### config.mk
export PLATFORM = sky130hd
export DESIGN_NAME = eth_tx_path_mux
export DESIGN_NICKNAME = d
export VERILOG_FILES = /design/src/rtl/gig_eth_tx_pkg.sv /design/src/rtl/eth_tx_out_reg.sv /design/src/rtl/eth_tx_path_mux.sv
export SDC_FILE = /design/constraint.sdc
export NUM_CORES = 1
export LEC_CHECK = 0
export ABC_CLOCK_PERIOD_IN_PS = 2650
export CORE_MARGIN = 2
export CORE_UTILIZATION = 30
export DETAILED_ROUTE_END_ITERATION = 10
export MAX_ROUTING_LAYER = met4
export PLACE_DENSITY = 0.56
export SLEW_MARGIN = 20
export SYNTH_ARGS = -nofsm -noshare
export SYNTH_HDL_FRONTEND = slang
export SYNTH_SLANG_ARGS = --single-unit
### constraint.sdc
create_clock -name clk -period 2.65 [get_ports clk]
set_clock_uncertainty 0.15 [all_clocks]
set_input_delay 0.3975 -clock clk [delete_from_list [all_inputs] [get_ports clk]]
set_output_delay 0.3975 -clock clk [all_outputs]
set_load 0.005 [all_outputs]
### src/rtl/gig_eth_tx_pkg.sv
// Shared types and helpers for the GIG_ETH TX path mux.
// FSM encoding is one-hot; grant decoding picks the lowest set bit.
package gig_eth_tx_pkg;

  localparam int MAX_PATHS = 32;

  typedef enum logic [4:0] {
    IDLE  = 5'b00001,
    XFER  = 5'b00010,
    DROP  = 5'b00100,
    DRAIN = 5'b01000,
    GAP   = 5'b10000
  } state_e;

  function automatic int lowest_set_bit(input logic [MAX_PATHS-1:0] vec);
    int idx;
    idx = 0;
    for (int i = MAX_PATHS - 1; i >= 0; i--) begin
      if (vec[i]) idx = i;
    end
    return idx;
  endfunction

  function automatic logic is_multi_hot(input logic [MAX_PATHS-1:0] vec);
    return (vec & (vec - 1'b1)) != '0;
  endfunction

endpackage

### src/rtl/eth_tx_out_reg.sv
// Single-entry registered output stage towards the MAC TX interface.
// The register accepts a new beat whenever it is empty or its beat is being taken.
module eth_tx_out_reg #(
  parameter int DATA_W = 8
) (
  input  logic              clk,
  input  logic              rst,
  input  logic              ce,
  input  logic              wr,
  input  logic [DATA_W-1:0] wr_data,
  input  logic              wr_last,
  output logic              load,
  output logic [DATA_W-1:0] mac_tdata,
  output logic              mac_tvalid,
  output logic              mac_tlast,
  input  logic              mac_tready
);

  assign load = ce & (~mac_tvalid | mac_tready);

  always_ff @(posedge clk) begin
    if (rst) begin
      mac_tdata  <= '0;
      mac_tvalid <= 1'b0;
      mac_tlast  <= 1'b0;
    end else if (load) begin
      mac_tvalid <= wr;
      if (wr) begin
        mac_tdata <= wr_data;
        mac_tlast <= wr_last;
      end
    end
  end

endmodule

### src/rtl/eth_tx_path_mux.sv
// Locks onto the path granted by the TX arbiter and forwards its frame to the MAC,
// enforcing max frame length, a start timeout and a fixed inter-frame gap.
module eth_tx_path_mux
  import gig_eth_tx_pkg::*;
#(
  parameter int PATH_NUM   = 8,
  parameter int DATA_W     = 8,
  parameter int MAX_LEN    = 1518,
  parameter int IFG_CYCLES = 12,
  parameter int START_TMO  = 64
) (
  input  logic                       clk,
  input  logic                       rst,
  input  logic                       ce,
  input  logic [PATH_NUM-1:0]        app_grand,
  output logic [PATH_NUM-1:0]        app_busy,
  input  logic [PATH_NUM*DATA_W-1:0] path_tdata,
  input  logic [PATH_NUM-1:0]        path_tvalid,
  input  logic [PATH_NUM-1:0]        path_tlast,
  output logic [PATH_NUM-1:0]        path_tready,
  output logic [DATA_W-1:0]          mac_tdata,
  output logic                       mac_tvalid,
  output logic                       mac_tlast,
  input  logic                       mac_tready,
  output logic                       err_trunc,
  output logic                       err_tmo,
  output logic                       err_multi
);

  localparam int OW = (PATH_NUM > 1) ? $clog2(PATH_NUM) : 1;
  localparam int LW = $clog2(MAX_LEN + 1);
  localparam int TW = $clog2(START_TMO + 1);
  localparam int GW = $clog2(IFG_CYCLES + 1);
  localparam logic [LW-1:0] LEN_LAST = LW'(MAX_LEN - 1);
  localparam logic [TW-1:0] TMO_LAST = TW'(START_TMO - 1);
  localparam logic [GW-1:0] GAP_LAST = GW'(IFG_CYCLES - 1);

  state_e          state_q, state_d;
  logic [OW-1:0]   owner_q, owner_d;
  logic [LW-1:0]   len_q, len_d;
  logic [TW-1:0]   tmo_q, tmo_d;
  logic [GW-1:0]   gap_q, gap_d;

  logic              load;
  logic              wr;
  logic              wr_last;
  logic              own_ready;
  logic              own_acc;
  logic              own_last;
  logic [DATA_W-1:0] own_data;

  assign own_ready = ce & (((state_q == XFER) & load) | (state_q == DROP));
  assign own_acc   = own_ready & path_tvalid[owner_q];
  assign own_last  = path_tlast[owner_q];
  assign own_data  = path_tdata[owner_q*DATA_W +: DATA_W];

  always_comb begin
    path_tready          = '0;
    path_tready[owner_q] = own_ready;
    app_busy             = '0;
    app_busy[owner_q]    = (state_q != IDLE);
  end

  always_comb begin
    state_d   = state_q;
    owner_d   = owner_q;
    len_d     = len_q;
    tmo_d     = tmo_q;
    gap_d     = gap_q;
    wr        = 1'b0;
    wr_last   = 1'b0;
    err_trunc = 1'b0;
    err_tmo   = 1'b0;
    err_multi = 1'b0;
    if (ce) begin
      unique case (state_q)
        IDLE: begin
          if (|app_grand) begin
            owner_d   = OW'(lowest_set_bit(MAX_PATHS'(app_grand)));
            err_multi = is_multi_hot(MAX_PATHS'(app_grand));
            len_d     = '0;
            tmo_d     = '0;
            state_d   = XFER;
          end
        end
        XFER: begin
          if (own_acc) begin
            wr    = 1'b1;
            len_d = len_q + 1'b1;
            if (own_last) begin
              wr_last = 1'b1;
              state_d = DRAIN;
            end else if (len_q == LEN_LAST) begin
              // Close the frame on the MAC side; the rest of the source frame is dropped.
              wr_last   = 1'b1;
              err_trunc = 1'b1;
              state_d   = DROP;
            end
          end else if (len_q == '0) begin
            if (tmo_q == TMO_LAST) begin
              err_tmo = 1'b1;
              gap_d   = '0;
              state_d = GAP;
            end else begin
              tmo_d = tmo_q + 1'b1;
            end
          end
        end
        DROP: begin
          if (own_acc && own_last) state_d = DRAIN;
        end
        DRAIN: begin
          if (load) begin
            gap_d   = '0;
            state_d = GAP;
          end
        end
        GAP: begin
          if (gap_q == GAP_LAST) state_d = IDLE;
          else gap_d = gap_q + 1'b1;
        end
        default: state_d = IDLE;
      endcase
    end
  end

  always_ff @(posedge clk) begin
    if (rst) begin
      state_q <= IDLE;
      owner_q <= '0;
      len_q   <= '0;
      tmo_q   <= '0;
      gap_q   <= '0;
    end else begin
      state_q <= state_d;
      owner_q <= owner_d;
      len_q   <= len_d;
      tmo_q   <= tmo_d;
      gap_q   <= gap_d;
    end
  end

  eth_tx_out_reg #(
    .DATA_W(DATA_W)
  ) u_out_reg (
    .clk       (clk),
    .rst       (rst),
    .ce        (ce),
    .wr        (wr),
    .wr_data   (own_data),
    .wr_last   (wr_last),
    .load      (load),
    .mac_tdata (mac_tdata),
    .mac_tvalid(mac_tvalid),
    .mac_tlast (mac_tlast),
    .mac_tready(mac_tready)
  );

endmodule

==> results.json, run 1 <==
{
  "synth_edf_count": 0,
  "cts_buffers": 5,
  "hpwl_um": 8590,
  "track_usage_pct": 19.3,
  "worst_endpoint_kind": "output port",
  "ys.flop_type": "dfxtp_1",
  "grt_pass1_vias": 3677,
  "cts-root-buf": "clkbuf_8",
  "hold_buffers": 0,
  "syn_avg_cell_area_um2": 7.99,
  "grt_antenna_before_repair": 0,
  "clk_path_buf_depth": 2,
  "start_util_pct": 30.4,
  "place_congestion": 0.906,
  "synth_nets": 484,
  "grt_pass1_wl_um": 17200,
  "async_flop_share_pct": 0,
  "grt_start_max_net_pins": 26,
  "outcome": "aborted with a tool error",
  "syn_inst": 387,
  "post_dp_cell_area_um2": 4840,
  "htree_num_levels": 2,
  "globalRouteOverflowTotal": 0,
  "clock-sinks": 40,
  "seq_area_frac_synth_pct": 25.9,
  "io_buffers": 120,
  "die_w_um": 106,
  "synth.distinct_cells": 70,
  "ioPinCount": 121,
  "die_h_um": 106,
  "rows": 37,
  "flow.stopped_at": "5_2_route",
  "grt-worst-endpoint": "err_tmo",
  "netlist_area_um2": 3090,
  "yosysWarnings": 0,
  "tool.error": "[ERROR DRT-0255] Maze Route cannot find path of net clk in worker of routeBox ( 96600 0 ) ( 105515 48300 ).",
  "synth-seq-cells": 40
}
## cell families after synthesis
family | share of synthesized area (%)
AND/OR/NAND/NOR | 29.9
adder cells (fa/ha/maj) | 2.67
AO/OA/AOI/OAI | 22.9
XOR/XNOR | 0.567
flip-flops | 25.9
buffers and inverters | 5.79
multiplexers | 12.3
## stage by stage
stage	worst slack, ps	hold slack [ps]	instances	utilization, %
after floorplan	335	302	387	-
after detailed placement	-417	320	686	47.5
after CTS	18.8	347	696	49.4
after global placement	-359	307	686	47.5
after global routing	-15.1	356	699	50.2
## layer usage
metal and global-route usage (%):
met4 3.76, met5 -, met2 33.9, met3 2.97, met1 23.6
## cells in the mapped netlist, types with 5 or more instances
cell type | n | share of area (%)
o31ai_1 | 11 | 2.7
clkbuf_1 | 5 | 0.61
a221oi_1 | 5 | 1.4
ha_1 | 5 | 2.0
or3_1 | 9 | 1.8
mux4_2 | 8 | 5.8
or4_1 | 8 | 1.9
buf_2 | 11 | 1.8
dfxtp_1 | 40 | 26
nand3_1 | 20 | 3.2
mux2i_1 | 15 | 4.9
a211oi_1 | 8 | 1.9
nor2b_1 | 5 | 1.0
nor3_1 | 13 | 2.1
inv_1 | 11 | 1.3
o21ai_0 | 15 | 2.4
a21oi_1 | 29 | 4.7
nand2b_1 | 5 | 1.0
nand2_1 | 30 | 3.6
nand4_1 | 8 | 1.6
nor2_1 | 47 | 5.7
nor4_1 | 5 | 1.0
## what timing repair did
item,4_1_cts,5_1_grt
hold endpoints to repair,0,0
setup buffers,2,3
pin swaps,6,8
gates resized for setup,30,23
setup endpoints to repair,11,14
==> run 2: changes to the inputs <==
Settings changed: CORE_UTILIZATION 30 to 20, MAX_ROUTING_LAYER met4 to not set, PLACE_DENSITY 0.56 to not set, PLACE_DENSITY_LB_ADDON set to 0.15.
==> run 2 against run 1 <==
The run now ends clean. Synthesized cell count is the same. Area after synthesis did not move. Global-route usage decreased by 5.3 points.
==> results.json, run 2 <==
{
  "final.setup.tns_ps": 0,
  "yosys.area_share.xor_xnor_pct": 0.567,
  "mostFrequentLayoutCells": "109 x clkdlybuf4s50_1, 68 x buf_4, 47 x nor2_1, 39 x dfxtp_1, 28 x a21oi_1",
  "grt_pass1_wl_um": 18400,
  "synth-compound-area-share_pct": 22.9,
  "coreArea_um2": 15100,
  "hold_buffers": 0,
  "clk_path_buf_depth": 2,
  "synth_nets": 484,
  "syn_inst": 387,
  "netlist_area_um2": 3090,
  "relSlewSlack_pct": 37.5,
  "yosysTopAreaCellShare_pct": 25.9,
  "crit_type": "reg2out",
  "reg_top3": "len_q (11), u_out_reg.mac_tdata (8), tmo_q (7)",
  "grt_start_max_net_pins": 21,
  "pre_cts_ws_ps": -370,
  "peakVddDrop_mv": 0.228,
  "yosysWarnings": 0,
  "largest_reg_flops": 11,
  "fin_crit_sh_pct": 96.7,
  "timing.fmax_mhz": 390,
  "drtPass1Iterations": 4,
  "startpoint_type": "flop",
  "nNetsFinal": 659,
  "drt-total-wl_um": 11500,
  "cp.required_ps": 2100,
  "htree_num_levels": 2,
  "rows": 45,
  "hold_class": "reg2reg",
  "hpwl_um": 9270,
  "synth-seq-cells": 40,
  "fillCellCount": 1606,
  "grt_antenna_before_repair": 0,
  "syn_to_final_growth_pct": 68.7,
  "synth_common_cells": "47 x nor2_1, 40 x dfxtp_1, 30 x nand2_1",
  "drc": 0,
  "num_vias": 3587,
  "drt-initial-drc-count": 90,
  "globalRouteOverflowTotal": 0,
  "drv_cap": 0,
  "grt_pass1_vias": 3617,
  "cts_buffers": 5,
  "maxSlewViolCount": 0,
  "synth_top_area_cell": "dfxtp_1",
  "clk_latency_ps": 290,
  "p_per_area_nw_per_um2": 395,
  "worstSetupEndpointType": "primary output",
  "crit_arrival_ps": 2010,
  "clock-sinks": 40,
  "synth.distinct_cells": 70,
  "cts_tree": "done",
  "die_h_um": 128,
  "p_total_w": 0.00206,
  "min_period_ps": 2560,
  "setup_ws_ps": 87.8,
  "drive_gt1_share_pct": 22.7,
  "drtAntennaViolNets": 0,
  "clk_pin_slew_ps": 60,
  "grt_setup_unrepaired": "yes",
  "yosys-top-cells-area": "dfxtp_1 26%, mux4_2 5.8%, nor2_1 5.7%, mux2i_1 4.9%, a21oi_1 4.7%",
  "final_hold_viol_count": 0,
  "die_w_um": 128,
  "synth_edf_count": 0,
  "ys.flop_type": "dfxtp_1",
  "place_congestion": 0.772,
  "ioPinCount": 121,
  "synth-simple-area-share_pct": 29.9,
  "track_usage_pct": 14.0,
  "seq_area_frac_synth_pct": 25.9,
  "p_leak_nw": 1.94,
  "n_antenna_cell": 0,
  "synth_fa_ha_area_share_pct": 2.67,
  "worst_slew_pin_slew_ps": 930,
  "async_flop_share_pct": 0,
  "start_util_pct": 20.4,
  "top_register": "len_q",
  "cts-root-buf": "clkbuf_16",
  "finalSetupViolCount": 0,
  "yosysMostFrequentCell": "nor2_1",
  "die_area_um2": 16500,
  "outcome": "completed",
  "syn_avg_cell_area_um2": 7.99,
  "io_buffers": 120,
  "synthMuxAreaShare_pct": 12.3,
  "synth_top_family_by_area": "simple AND/OR/NAND/NOR gates",
  "final_util_pct": 34.4,
  "vias_per_cell": 4.78,
  "layout_commonest_cell": "clkdlybuf4s50_1",
  "post_drt_wl_per_cell_um": 15.4,
  "worstPathMaxFanout": 7
}
run 2: cell counts after synthesis:
Identical to the previous run, type by type.
run 2: final cells by class:
type                    instances  area (µm²)  area share [%]
clock buffers                   5         125            2.40
clock inverters                 3        42.5           0.816
inverters                      11        41.3           0.792
multi-input cells             312        2200            42.2
flip-flops and latches         40         805            15.4
well taps                     188         235            4.51
repair buffers                192        1770            33.9
run 2: path summary, 6_finish.rpt:
check | endpoint | slack (ps) | startpoint | cells past startpoint
min | gap_q[3] | 330 | gap_q[3] | 2
max | app_busy[0] | 90 | state_q[1] | 5
min reg2reg | gap_q[3] | 330 | gap_q[3] | 2
max reg2reg | gap_q[1] | 190 | state_q[1] | 7
run 2: worst max-delay path, cell delays in order (launching register included):
cell,delay (ps)
dfxtp_1,460
nor2_1,110
and3_1,220
buf_4,190
nor3_2,200
clkdlybuf4s50_1,530
run 2: metrics by stage:
stage | cells | hold WS, ps | cell area, µm²
3_3_place_gp | 737 | 311 | 4910
5_1_grt | 751 | 356 | 5220
2_1_floorplan | 387 | 302 | 3090
6_report | 751 | 330 | 5220
4_1_cts | 745 | 338 | 5110
3_5_place_dp | 737 | 313 | 4910
run 2: kinds of logic (layout without fill, tap and decap cells):
| logic type | Yosys count | count (layout) |
|---|---|---|
| and+or+nand+nor | 174 | 174 |
| AOI/OAI and AO/OA | 102 | 102 |
| DFF | 40 | 40 |
| buffers and inverters | 35 | 211 |
| muxes | 27 | 27 |
| adders and majority gates | 7 | 7 |
| xor gates and xnor gates | 2 | 2 |
run 2: what timing repair did:
action,CTS,global route
gates resized for setup,21,19
buffers inserted,0,6
pin swaps,1,7
endpoints found under the setup margin,11,14
run 2: power breakdown:
part           internal [W]  switching [W]
clock network      0.000443       0.000262
registers          0.000614      0.0000160
logic              0.000386       0.000342
total               0.00144       0.000620
run 2: metal layers:
metal / part of all wire, % / up-vias / GRT usage (%)
met5: 0 / - / 0
met4: 1.3 / 0 / 3.75
met3: 8.3 / 9 / 4.74
met2: 45 / 113 / 22.6
met1: 45 / 1651 / 17.8
li1: - / 1814 / -
No activity file was read; power rests on OpenSTA's default activity.
==> run 3: changes to the inputs <==
Settings changed: CAP_MARGIN set to 20, SLEW_MARGIN 20 to 30.
==> results of run 3 <==
Same layout as run 2: the final DEF is identical, and so are final timing and power.
